**config.mk**
```make
export PLATFORM = sky130hd
export DESIGN_NAME = codec_init_seq
export DESIGN_NICKNAME = d
export VERILOG_FILES = /design/src/rtl/codec_init_seq.sv
export SDC_FILE = /design/constraint.sdc
export NUM_CORES = 1
export LEC_CHECK = 0
export ABC_AREA = 1
export BUFFER_PORTS_ARGS = -buffer_cell sky130_fd_sc_hd__buf_4
export CORE_MARGIN = 8
export CORE_UTILIZATION = 59
export DETAILED_ROUTE_END_ITERATION = 16
export PLACE_DENSITY = 0.8
export SYNTH_ARGS = -nofsm -noshare
export SYNTH_HDL_FRONTEND = slang
export SYNTH_SLANG_ARGS = --single-unit
```
**constraint.sdc**
```tcl
create_clock -name clk -period 1.75 [get_ports clk]
set_input_delay 0.35 -clock clk [delete_from_list [all_inputs] [get_ports clk]]
set_output_delay 0.35 -clock clk [all_outputs]
set_load 0.05 [all_outputs]
```
**src/rtl/codec_init_seq.sv**
```systemverilog
// rtl/codec_init_seq.sv - WM8731 power-up register write sequencer feeding the i2c master
// Walks an 11-entry {reg, val} table with NACK retry and a per-write timeout.
module codec_init_seq #(
  parameter logic [7:0] DEV_ADDR       = 8'h34,
  parameter int         GAP_CYCLES     = 5000,
  parameter int         TIMEOUT_CYCLES = 1000000,
  parameter int         MAX_RETRY      = 3,
  parameter bit         AUTO_START     = 1'b1
) (
  input  logic        clk,
  input  logic        reset,
  input  logic        start,
  input  logic        i2c_end,
  input  logic        i2c_nack,
  output logic [23:0] i2c_data,
  output logic        i2c_go,
  output logic        busy,
  output logic        done,
  output logic        error,
  output logic [3:0]  step
);

  localparam int TW = $clog2(TIMEOUT_CYCLES + 1);
  localparam int GW = $clog2(GAP_CYCLES + 1);
  localparam int RW = $clog2(MAX_RETRY + 2);
  localparam logic [3:0] LAST_STEP = 4'd10;

  typedef enum logic [2:0] {
    S_IDLE, S_LOAD, S_ARM, S_WAIT, S_RETRY, S_GAP, S_DONE, S_ERROR
  } state_t;

  function automatic logic [15:0] table_entry(input logic [3:0] idx);
    case (idx)
      4'd0:    table_entry = 16'h1E00;
      4'd1:    table_entry = 16'h0017;
      4'd2:    table_entry = 16'h0217;
      4'd3:    table_entry = 16'h0479;
      4'd4:    table_entry = 16'h0679;
      4'd5:    table_entry = 16'h0812;
      4'd6:    table_entry = 16'h0A00;
      4'd7:    table_entry = 16'h0C00;
      4'd8:    table_entry = 16'h0E42;
      4'd9:    table_entry = 16'h1000;
      4'd10:   table_entry = 16'h1201;
      default: table_entry = 16'h0000;
    endcase
  endfunction

  state_t          state_q, state_d;
  logic [1:0]      end_sync_q, nack_sync_q;
  logic            end_prev_q, start_prev_q, first_q;
  logic [TW-1:0]   tmo_q, tmo_d;
  logic [GW-1:0]   gap_q, gap_d;
  logic [RW-1:0]   retry_q, retry_d;
  logic            fail_q, fail_d;
  logic [23:0]     data_q, data_d;
  logic            go_q, go_d;
  logic            busy_q, busy_d;
  logic            done_q, done_d;
  logic            error_q, error_d;
  logic [3:0]      step_q, step_d;

  logic end_rise, end_fall, start_edge, tmo_hit, restart;

  assign end_rise   = end_sync_q[1] & ~end_prev_q;
  assign end_fall   = ~end_sync_q[1] & end_prev_q;
  assign start_edge = start & ~start_prev_q;
  assign tmo_hit    = (tmo_q == '0);

  always_comb begin
    state_d = state_q;
    tmo_d   = tmo_q;
    gap_d   = gap_q;
    retry_d = retry_q;
    fail_d  = fail_q;
    data_d  = data_q;
    go_d    = go_q;
    busy_d  = busy_q;
    done_d  = done_q;
    error_d = error_q;
    step_d  = step_q;
    restart = 1'b0;

    case (state_q)
      S_IDLE: restart = start_edge | (AUTO_START & first_q);
      S_LOAD: begin
        data_d  = {DEV_ADDR, table_entry(step_q)};
        tmo_d   = TW'(TIMEOUT_CYCLES - 1);
        go_d    = 1'b1;
        state_d = S_ARM;
      end
      S_ARM: begin
        if (tmo_hit) begin
          go_d    = 1'b0;
          state_d = S_RETRY;
        end else begin
          tmo_d = tmo_q - 1'b1;
          if (end_fall) state_d = S_WAIT;
        end
      end
      S_WAIT: begin
        if (tmo_hit) begin
          go_d    = 1'b0;
          state_d = S_RETRY;
        end else begin
          tmo_d = tmo_q - 1'b1;
          if (end_rise) begin
            go_d = 1'b0;
            if (nack_sync_q[1]) begin
              state_d = S_RETRY;
            end else begin
              fail_d  = 1'b0;
              gap_d   = GW'(GAP_CYCLES - 1);
              state_d = S_GAP;
            end
          end
        end
      end
      S_RETRY: begin
        if (retry_q < RW'(MAX_RETRY)) begin
          retry_d = retry_q + 1'b1;
          fail_d  = 1'b1;
          gap_d   = GW'(GAP_CYCLES - 1);
          state_d = S_GAP;
        end else begin
          error_d = 1'b1;
          busy_d  = 1'b0;
          state_d = S_ERROR;
        end
      end
      S_GAP: begin
        if (gap_q == '0) begin
          // a failed write re-runs the same entry; a good one advances or finishes
          if (fail_q) begin
            state_d = S_LOAD;
          end else if (step_q == LAST_STEP) begin
            done_d  = 1'b1;
            busy_d  = 1'b0;
            state_d = S_DONE;
          end else begin
            step_d  = step_q + 4'd1;
            retry_d = '0;
            state_d = S_LOAD;
          end
        end else begin
          gap_d = gap_q - 1'b1;
        end
      end
      S_DONE, S_ERROR: restart = start_edge;
      default: state_d = S_IDLE;
    endcase

    if (restart) begin
      state_d = S_LOAD;
      busy_d  = 1'b1;
      step_d  = '0;
      retry_d = '0;
      fail_d  = 1'b0;
      done_d  = 1'b0;
      error_d = 1'b0;
    end
  end

  always_ff @(posedge clk) begin
    if (reset) begin
      state_q      <= S_IDLE;
      end_sync_q   <= '0;
      nack_sync_q  <= '0;
      end_prev_q   <= 1'b0;
      start_prev_q <= 1'b0;
      first_q      <= 1'b1;
      tmo_q        <= '0;
      gap_q        <= '0;
      retry_q      <= '0;
      fail_q       <= 1'b0;
      data_q       <= '0;
      go_q         <= 1'b0;
      busy_q       <= 1'b0;
      done_q       <= 1'b0;
      error_q      <= 1'b0;
      step_q       <= '0;
    end else begin
      state_q      <= state_d;
      end_sync_q   <= {end_sync_q[0], i2c_end};
      nack_sync_q  <= {nack_sync_q[0], i2c_nack};
      end_prev_q   <= end_sync_q[1];
      start_prev_q <= start;
      first_q      <= 1'b0;
      tmo_q        <= tmo_d;
      gap_q        <= gap_d;
      retry_q      <= retry_d;
      fail_q       <= fail_d;
      data_q       <= data_d;
      go_q         <= go_d;
      busy_q       <= busy_d;
      done_q       <= done_d;
      error_q      <= error_d;
      step_q       <= step_d;
    end
  end

  assign i2c_data = data_q;
  assign i2c_go   = go_q;
  assign busy     = busy_q;
  assign done     = done_q;
  assign error    = error_q;
  assign step     = step_q;

endmodule
```
* Word-level counts from Yosys, hierarchy flattened *
Memories as Yosys holds them, arrays and structs flattened. A register that Yosys moved wholly into a read port is not among the register bits.
Index checks and enable logic that the tools add are counted.

storage, ports and cells
  register bits = 72
  memory bits (read-only) = 176
  input bits = 5
  logic and storage cells = 125
  memories = 1

memories
  name             depth  width  rd ports  clocked after memory_dff  write ports  line  RTL
  (no name shown)  16     11     1         1                         0            33    case (idx)

operators by class
  $add $sub $neg = 4
  $lt $le $gt $ge = 1
  equal/unequal tests = 26
  multiplexer cells = 41
  bitwise operators = 10
  reduce and logical (&&, ||, !) cells = 25

operator list
  kind                                                  count
  two-way mux 13 bit                                    5
  case mux 20 bit (2 select lines)                      1
  case mux 13 bit (3 select lines)                      1
  two-way mux 3 bit                                     11
  zero test 20 bit                                      1
  two-way mux 20 bit                                    1
  != test 2 bit (second input constant)                 10
  subtractor 20 x 1 -> 20 bit (second input constant)   1
  != test 3 bit (second input constant)                 6
  AND reduction 4 bit                                   4
  two-way mux 1 bit                                     15
  case mux 3 bit (5 select lines)                       1
  AND reduction 5 bit                                   3
  zero test 13 bit                                      1
  subtractor 13 x 1 -> 13 bit (second input constant)   1
  equality test 3 bit (second input constant)           4
  nonzero test 3 bit                                    3
  != test 4 bit (second input constant)                 2
  equality test 3 x 2 -> 1 bit (second input constant)  2
  NOT 1 bit                                             6
  case mux 1 bit (2 select lines)                       3
  case mux 3 bit (2 select lines)                       1
  AND reduction 6 bit                                   1
  nonzero test 2 bit                                    3
  15 further kinds                                      20

* Depth between registers and ports, before layout *
Gate-level depths: netlist (run 1).

  depth in word-level cells = 6
  gate-level depth with buffers = 12

* Worst setup path before layout (run 1) *
No wires, ideal clock.

  path type = reg-to-reg
  start = register step_q[0], in the netlist step[0]
  end = register step_q[3], in the netlist step[3]
  setup time = 0.123 ns
  data arrival time = 1.804 ns
  setup slack = -0.177 ns
  stages on the path, launching flop included = 9
  path buffers = 0
  cell sequence = dfxtp_1 > inv_1 > ha_1 > nand3_1 > nand3_1 > nor2_2 > nand2_1 > nor3_1 > nor3_1

on the way
  longest elaborated chain between the ends = 3
  elaborated cells between the ends (all ways) = 4
  classes of those cells = add/sub (1); eq/ne (1); bitwise (1); reduce/logical (1)

ends and longest elaborated chain
  element                                                       line  RTL
  start: declaration                                            61    logic [3:0] step_q, step_d;
  start signal: assignment                                      198   step_q <= step_d;
  branches (longest 3 deep; another with adder 4 x 1 -> 4 bit)  -

Several ways; the timed one is not identified.
A chain may end at the register's enable or synchronous reset.

* Final worst setup path (run 1) *
  start = register tmo_q[1]
  end = register fail_q

on the way
  longest elaborated chain between the ends = 3

ends and longest elaborated chain
  element                               line  RTL
  start: declaration                    52    logic [TW-1:0] tmo_q, tmo_d;
  start signal: assignment              189   tmo_q <= tmo_d;
  zero test 20 bit                      68    assign tmo_hit = (tmo_q == '0);
  != test 2 bit (no source line)        -
  AND reduction 5 bit (no source line)  -
  end signal: assignment                192   fail_q <= fail_d;
  end: declaration                      55    logic fail_q, fail_d;

No other way between the ends.

==> qor.txt, run 1 <==
Period minus WS final: 1700 ps
Setup Fix Bufs, Post-CTS: 0
Worst hold path class: in -> reg
Die area: 9180 um^2
First-pass GRT wire length: 15.5 mm
Vias in the first global route: 3,552
Initial antenna violation count: 0
Post-synthesis sequential area ratio: 0.352
Endpoints failing hold: 0
Syn Area/Cell: 6.57 um^2
Chip width: 95.8 um
Count of pins over their slew limit: 0
GR Overflow Total: 0
Wire per inst: 13.2 um
Post-DP Area: 4110 um^2
Lkg Pwr: 2.04 nW
Clock Root Buffer: clkbuf_8
Synthesized instance count: 572
Final WS setup: 49.1 ps
DRT Wirelength: 9.26 mm
Setup WS pre-CTS: 9.22 ps
I/O pin cnt: 37
TritonCTS clock tree: built
First-pass DRT Iterations: 5
Post-synthesis sequential element count: 66
Drt drc: 0
CTS Buf Count: 9
Area Overhead vs Synth: 16.7%
Gpl congestion: 0.988
Number of max-cap violations: 0
Vias: 3,740
Critical path fanouts, max: 9
Final ANT Viol Nets: 0
Via/cell ratio: 5.34
IO buf count: 26
CP Capture Type: flop
GRT Total Usage: 0.210
Initial DRC Count: 198
FMAX: 0.588 GHz
Layout net count: 633
Internal: 3.96 mW
Most frequent cells in the layout: 124 x nand2_1, 88 x nor2_1, 65 x dfxtp_1
Ys Warns: 0
Peak supply drop: 0.965 mV
Critical Path AT: 1970 ps
Core area: 6240 um^2
Unrepaired setup endpoints after global routing: true
Switching Fraction: 0.467
Dpl hpwl: 6.99 mm
CP startpoint kind: flop
Share of cells above drive strength 1: 0.157
Fill count: 541
Largest net degree at the start of global routing: 36
CP required: 2020 ps
Site Rows: 29
Power Total: 7.42 mW
Power per cell area: 1690 nW/um^2
Starting Density: 0.602
CTS Buffer Depth: 2
Later-pin clock latency in the skew report: 340 ps
Clk_skew: 5.63 ps
Final Setup Violations: 0
Design area: 4390 um^2
Die height: 95.8 um
Share of power burned in registers: 0.281
H-tree depth: 3
Clk pwr share: 0.179
Clock sink count: 66
Status: complete, no violations
Ant diodes: 0
Comb pwr share: 0.540
Clock transition at path regs: 70 ps
Final period utilization: 0.972
Commonest non-fill, non-tap cell in the layout: nand2_1
Psw: 3.47 mW
Crit path kind: reg -> reg
Post-synthesis cell area: 3760 um^2
Synth cell types: 37
==> power groups by stage <==
stage	combinational, mW	sequential (mW)	clock, mW
final	4.01	2.08	1.33
after global routing	4.45	2.12	1.41
after CTS	3.82	2.08	1.36
after detailed placement	3.81	2.11	0
after global placement	3.72	2.09	0
after floorplan	2.66	2.35	0
==> sequential cells by signal, indices dropped and copies added (netlist names) <==
name          count
nack_sync_q       2
fail_q            1
gap_q            13
tmo_q            20
first_q           1
error             1
end_prev_q        1
state_q           3
retry_q           3
i2c_go            1
step              4
busy              1
done              1
i2c_data         11
start_prev_q      1
end_sync_q        2
==> worst max-delay path, stage by stage, from the launching register on <==
cell,delay [ps]
dfxtp_1,330
inv_1,80
ha_1,170
nand3_1,110
nor2_2,190
nand3_4,130
nor2_2,120
nor2_2,40
buf_4,170
nand2_1,80
nand2_1,60
a21oi_1,150
==> area by class of cell <==
cell class              count  area [um^2]  area share
clock buffers              13          169      0.0385
clock inverters             2         35.0     0.00799
inverters                  68          265      0.0605
multi-input cells         420         2090       0.477
flip-flops and latches     66         1320       0.302
well taps                  77         96.3      0.0220
repair buffers             53          398      0.0907
repair inverters            1         6.26     0.00143
==> layer usage <==
layer,global-route usage,wire length [um],vias up
met5,0,0,-
li1,-,-,1909
met2,0.382,4570,87
met4,0.0781,146,0
met3,0.0445,434,16
met1,0.234,4100,1728
==> through the flow <==
stage / setup TNS, ps / utilization / hold WS, ps / std cells
6_report: 0 / 0.703 / 217 / 700
5_1_grt: -38.3 / 0.703 / 205 / 700
4_1_cts: 0 / 0.692 / 210 / 699
3_5_place_dp: 0 / 0.659 / 398 / 684
3_3_place_gp: 0 / 0.659 / 390 / 684
2_1_floorplan: 0 / - / 378 / 581
==> kinds of logic (layout without fill, tap and decap cells) <==
group                    count (synthesis)  count (layout)  synth area share
adder cells (fa/ha/maj)                  9               9            0.0300
buffers and inverters                   95             137             0.115
AO/OA/AOI/OAI                           88              88             0.131
AND/OR/NAND/NOR                        303             303             0.349
flip-flops                              66              66             0.352
other                                    1              10          0.000998
XOR/XNOR                                10              10            0.0233
==> cells in the mapped netlist, drive strengths merged <==
| library cell | instances | area, um^2 |
|---|---|---|
| nor3 | 8 | 40.0 |
| o211ai | 3 | 22.5 |
| ha | 9 | 113 |
| o21bai | 1 | 7.51 |
| xor2 | 6 | 52.6 |
| nor4 | 1 | 6.26 |
| nor2 | 99 | 402 |
| a31oi | 4 | 25.0 |
| nand4 | 9 | 56.3 |
| o21a | 2 | 15.0 |
| inv | 67 | 251 |
| conb | 1 | 3.75 |
| or2 | 1 | 6.26 |
| dfxtp | 66 | 1320 |
| xnor2 | 4 | 35.0 |
| and2 | 2 | 12.5 |
| o21ai | 29 | 145 |
| nand3b | 3 | 22.5 |
| clkinv | 1 | 5.00 |
| o31ai | 5 | 37.5 |
| a211oi | 1 | 7.51 |
| and3 | 1 | 6.26 |
| a21oi | 42 | 221 |
| buf | 18 | 140 |
| nand3 | 51 | 265 |
| nand2 | 128 | 493 |
| o211a | 1 | 10.0 |
| clkbuf | 9 | 33.8 |
==> final timing paths <==
kind | from | end | slack [ps] | cells past startpoint
hold / removal | start | start_prev_q | 220 | 3
setup reg to reg | tmo_q[1] | fail_q | 50 | 11
hold reg to reg | nack_sync_q[0] | nack_sync_q[1] | 410 | 2
setup / recovery | tmo_q[1] | fail_q | 50 | 11
==> what timing repair did <==
item | 4_1_cts | 5_1_grt
endpoints found under the hold margin | 0 | 0
gates resized for setup | 1 | 17
endpoints found under the setup margin | 1 | 33
pin swaps | 0 | 2
gates cloned | 0 | 1
hold buffers | 0 | 0
Note: power is estimated with default switching activity, not from simulation.
==> run 2, diff against run 1 <==
- CORE_UTILIZATION: 59 -> 45
- PLACE_DENSITY: 0.8 -> 0.63
==> qor.txt, run 2 (synthesis gave the netlist of run 1 again) <==
Status: complete, no violations
Clock transition at path regs: 80 ps
Reg2Reg Capture Point: tmo_q[15]
Final Setup Violations: 0
Period minus WS final: 1660 ps
Peak supply drop: 0.705 mV
Dpl hpwl: 7.14 mm
Via/cell ratio: 4.99
Clock Root Buffer: clkbuf_8
Worst path cell trace: inv_4, ha_4, nand3_2, nor2_4, nand3_4, nand2_4, clkinvlp_4, buf_4, nand2_1, a21oi_1
Hold WS: 209 ps
Share of cells above drive strength 1: 0.181
Later-pin clock latency in the skew report: 350 ps
Max reg flops: 20
Post-Place Cells: 712
Vias: 3,640
Largest Register: tmo_q
Core area: 8180 um^2
Lkg Pwr: 2.06 nW
GR Overflow Total: 0
First-pass GRT wire length: 15.9 mm
I/O pin cnt: 37
Ant diodes: 0
CTS Buf Count: 9
Initial antenna violation count: 0
R2R Setup Slk: 90 ps
Fin cells: 730
Final ANT Viol Nets: 0
Endpoints failing hold: 0
Layout net count: 634
Reg-to-Reg Start: tmo_q[0]
IO buf count: 26
Power per cell area: 1720 nW/um^2
Area Overhead vs Synth: 20.3%
TritonCTS clock tree: built
Crit path kind: reg -> reg
CTS Buffer Depth: 2
Number of max-cap violations: 0
Worst path slowest cell: dfxtp_2
First-pass DRT Iterations: 4
Vias in the first global route: 3,460
Die height: 107 um
DRT Wirelength: 9.59 mm
Die area: 11,500 um^2
CP required: 1970 ps
Slowest Stage Delay on Critical Path: 350 ps
Power Total: 7.76 mW
CP startpoint kind: flop
Clk_skew: 10.8 ps
Final period utilization: 0.951
GRT Total Usage: 0.168
Worst hold start: i2c_end
FMAX: 0.601 GHz
Worst hold path class: in -> reg
Starting Density: 0.460
Initial DRC Count: 221
Drt drc: 0
Largest net degree at the start of global routing: 36
Critical path fanouts, max: 8
Most frequent cells in the layout: 123 x nand2_1, 86 x nor2_1, 62 x inv_1
Critical Path AT: 1890 ps
Clock sink count: 66
Worst R2R Path Depth: 10
Wire per inst: 13.1 um
Gpl congestion: 0.896
H-tree depth: 3
Fill count: 809
WHS Endpoint: end_sync_q[0]
Worst Hold Depth: 3
Chip width: 107 um
CP Capture Type: flop
Count of pins over their slew limit: 0
Commonest non-fill, non-tap cell in the layout: nand2_1
Site Rows: 33
## run 2: cell count changes in the layout (fill, tap and decap cells not counted), moves of 2 or more
cell,delta
dfxtp_2,+4
clkinvlp_4,+3
dfxtp_1,-4
nand3_2,+2
bufinv_16,+2
nor2_1,-2
clkbuf_8,-2
nand3_1,-2
buf_4,+2
## run 2: cell type report
type,instances,area (um^2),share of cell area
Clock buffer,10,138,0.0304
Clock inverter,6,114,0.0252
Inverter,68,269,0.0595
Multi-Input combinational cell,420,2130,0.471
Sequential cell,66,1330,0.294
Tap cell,105,131,0.0291
Timing Repair Buffer,55,413,0.0913
## run 2: metrics by stage
stage                     area [um^2]  TNS (ps)   util  worst slack (ps)
after CTS                        4400         0  0.538              6.26
final                            4520         0  0.553              85.8
after detailed placement         4150         0  0.507              20.2
after floorplan                  3790         0      -              13.3
after global routing             4520     -23.4  0.553             -12.4
after global placement           4150         0  0.507               114
## run 2: power by group
| part | switching [mW] | total (mW) | leakage, nW | internal, mW |
|---|---|---|---|---|
| combinational | 2.62 | 4.04 | 1.41 | 1.42 |
| sequential | 0.285 | 2.10 | 0.541 | 1.81 |
| clock | 0.633 | 1.62 | 0.119 | 0.988 |
| total | 3.54 | 7.76 | 2.06 | 4.22 |
## run 2: metal layers
layer	global-route usage	share of wire	vias up	routed length, um
met5	0	0	-	0
met4	0.0595	0.013	0	123
met3	0.0287	0.033	11	320
met2	0.274	0.47	54	4480
met1	0.216	0.49	1664	4670
li1	-	-	1911	-
## run 2: what timing repair did
item	4_1_cts	5_1_grt
setup buffers	0	2
resized for setup	0	33
endpoints found under the hold margin	0	0
hold buffers	0	0
endpoints found under the setup margin	0	36
## run 2: how the worst max path moves through the flow
stage / from / to / slack (ps) / depth (start not counted)
after floorplan: step[2] / step[3] / 10 / 8
after global placement: tmo_q[1] / tmo_q[3] / 110 / 10
after detailed placement: tmo_q[0] / tmo_q[4] / 20 / 10
after CTS: tmo_q[0] / tmo_q[4] / 6 / 10
after global routing: tmo_q[0] / state_q[0] / -10 / 11
final: tmo_q[0] / tmo_q[15] / 90 / 10
## run 2: worst max-delay path, delay by kind of cell (launching register included)
kind                       cells  cell delay (ps)
and+or+nand+nor                5              520
buffers and inverters          3              480
DFF                            1              350
adders and majority gates      1              130
AOI/OAI and AO/OA              1               50
==> run 3, diff against run 2 <==
--- a/config.mk
+++ b/config.mk
@@ -8,7 +8,9 @@
 export ABC_AREA = 1
 export BUFFER_PORTS_ARGS = -buffer_cell sky130_fd_sc_hd__buf_4
+export CAP_MARGIN = 10
 export CORE_MARGIN = 8
 export CORE_UTILIZATION = 45
 export DETAILED_ROUTE_END_ITERATION = 16
+export GPL_TIMING_DRIVEN = 0
 export PLACE_DENSITY = 0.63
 export SYNTH_ARGS = -nofsm -noshare
==> constraint.sdc (replaced) <==
create_clock -name clk -period 1.75 [get_ports clk]
set_input_delay 0.525 -clock clk [delete_from_list [all_inputs] [get_ports clk]]
set_output_delay 0.525 -clock clk [all_outputs]
set_load 0.05 [all_outputs]
==> qor.txt, run 3 (synthesis gave the netlist of run 1 again) <==
Area Overhead vs Synth: 23.2%
Count of pins over their slew limit: 0
Util after Layout: 0.566
Site Rows: 33
Psw: 3.58 mW
CTS Buf Count: 9
Final period utilization: 0.961
Worst hold path class: in -> reg
Rel. slew slack: 0.579
Power per cell area: 1660 nW/um^2
Starting Density: 0.460
Max reg flops: 20
Critical path fanouts, max: 8
CP Depth: 10
Final Setup Violations: 0
First-pass GRT wire length: 16.0 mm
Commonest non-fill, non-tap cell in the layout: nand2_1
Lkg Pwr: 2.11 nW
Final ANT Viol Nets: 0
Register area: 1330 um^2
GRT Total Usage: 0.169
CP required: 1990 ps
Layout net count: 648
# hold bufs at CTS: 0
Wire per inst: 13.1 um
Ant diodes: 0
I/O pin cnt: 37
Peak supply drop: 0.760 mV
Endpoints failing hold: 0
Initial DRC Count: 200
Worst setup path start: tmo_q[7]
CP startpoint kind: flop
Worst path cell trace: nor2_2, nand2_2, nor2_4, nand3_4, nand2_4, clkinvlp_4, o21ai_1, nand2_1, nor2_1, nor2_1
Reg-to-Reg Start: tmo_q[7]
Worst R2R Path Depth: 10
Setup WS pre-CTS: -248 ps
Drt drc: 0
Worst path slowest cell: dfxtp_1
Vias: 3,740
TritonCTS clock tree: built
Die height: 107 um
Clock transition at path regs: 70 ps
Most frequent cells in the layout: 119 x nand2_1, 78 x nor2_1, 59 x inv_1, 59 x dfxtp_1, 55 x buf_4
Largest net degree at the start of global routing: 11
Post-DP Area: 4120 um^2
Largest Register: tmo_q
FMAX: 0.595 GHz
Critical Path AT: 1920 ps
Initial antenna violation count: 0
Switching Fraction: 0.466
H-tree depth: 3
End point of the critical path: state_q[0]
Power Total: 7.67 mW
Number of max-cap violations: 0
Final WS setup: 68.8 ps
Clock Root Buffer: clkbuf_8
Chip width: 107 um
Setup TNS: 0 ps
Crit path kind: reg -> reg
Family with the most delay on the worst path: simple AND/OR/NAND/NOR gates
DRT Wirelength: 9.74 mm
Fill count: 818
Buffers plus inverters on the worst setup path: 1
Clock sink count: 66
Core area: 8180 um^2
Status: complete, no violations
Internal: 4.10 mW
Comb pwr share: 0.546
Share of cells above drive strength 1: 0.205
Design area: 4630 um^2
Clk pwr share: 0.175
IO buf count: 26
Worst-Margin Slew: 631 ps
Via/cell ratio: 5.03
Share of power burned in registers: 0.279
First-pass DRT Iterations: 4
Later-pin clock latency in the skew report: 340 ps
Slowest Stage Delay on Critical Path: 370 ps
Reg2Reg Capture Point: state_q[0]
R2R Setup Slk: 70 ps
Die area: 11,500 um^2
CP most frequent cell: nor2_1
Vias in the first global route: 3,401
Multi-input gate area: 2190 um^2
Gpl congestion: 0.862
CP Capture Type: flop
Period minus WS final: 1680 ps
Clk_skew: 6.29 ps
Dpl hpwl: 7.01 mm
CTS Buffer Depth: 2
GR Overflow Total: 0
[run 3: changes by cell type in the layout (fill, tap and decap cells not counted), moves of 3 or more]
| cell | delta |
|---|---|
| buf_6 | +3 |
| nor2_1 | -8 |
| inv_1 | -3 |
| nor2_2 | +3 |
| clkbuf_1 | +10 |
| nand2_1 | -4 |
| nor2_4 | +5 |
| nand2_2 | +3 |
[run 3: power groups by stage]
stage | Sequential [mW] | Clock, mW | Combinational, mW
floorplan | 2.35 | 0 | 2.66
global placement | 2.11 | 0 | 3.69
detailed placement | 2.12 | 0 | 3.72
CTS | 2.09 | 1.38 | 3.79
global route | 2.18 | 1.43 | 4.65
finish | 2.14 | 1.34 | 4.19
[run 3: per-layer routing]
layer | share of wire | GRT usage | routed length [um]
met4 | 0.012 | 0.0436 | 121
met1 | 0.48 | 0.218 | 4660
met3 | 0.046 | 0.0389 | 450
met5 | 0 | 0 | 0
met2 | 0.46 | 0.276 | 4510
[run 3: cell type report]
type / count / share of cell area
sequential: 66 / 0.287
tap: 105 / 0.0284
inverter: 68 / 0.0586
clock buffer: 13 / 0.0365
multi-input combinational: 420 / 0.472
timing repair buffer: 42 / 0.0708
clock inverter: 2 / 0.00757
buffer: 27 / 0.0384
[run 3: repair_timing]
action                                  in CTS  in global routing
endpoints found under the setup margin      37                 42
pin swaps                                    1                 10
cloned                                       0                  1
buffers inserted                             2                 13
gates resized for setup                     10                 47
[run 3: stage by stage]
step                cells  hold WS (ps)
global route          743           283
floorplan             581           388
finish                743           301
CTS                   729           292
global placement      712           390
detailed placement    712           396
[run 3: worst min path at each step]
| stage | startpoint | to | slack, ps | cells past startpoint |
|---|---|---|---|---|
| 2_1_floorplan | end_sync_q[0] | end_sync_q[1] | 390 | 2 |
| 3_3_place_gp | nack_sync_q[0] | nack_sync_q[1] | 390 | 2 |
| 3_5_place_dp | end_sync_q[0] | end_sync_q[1] | 400 | 2 |
| 4_1_cts | reset | first_q | 290 | 1 |
| 5_1_grt | reset | first_q | 280 | 1 |
| 6_report | reset | first_q | 300 | 1 |
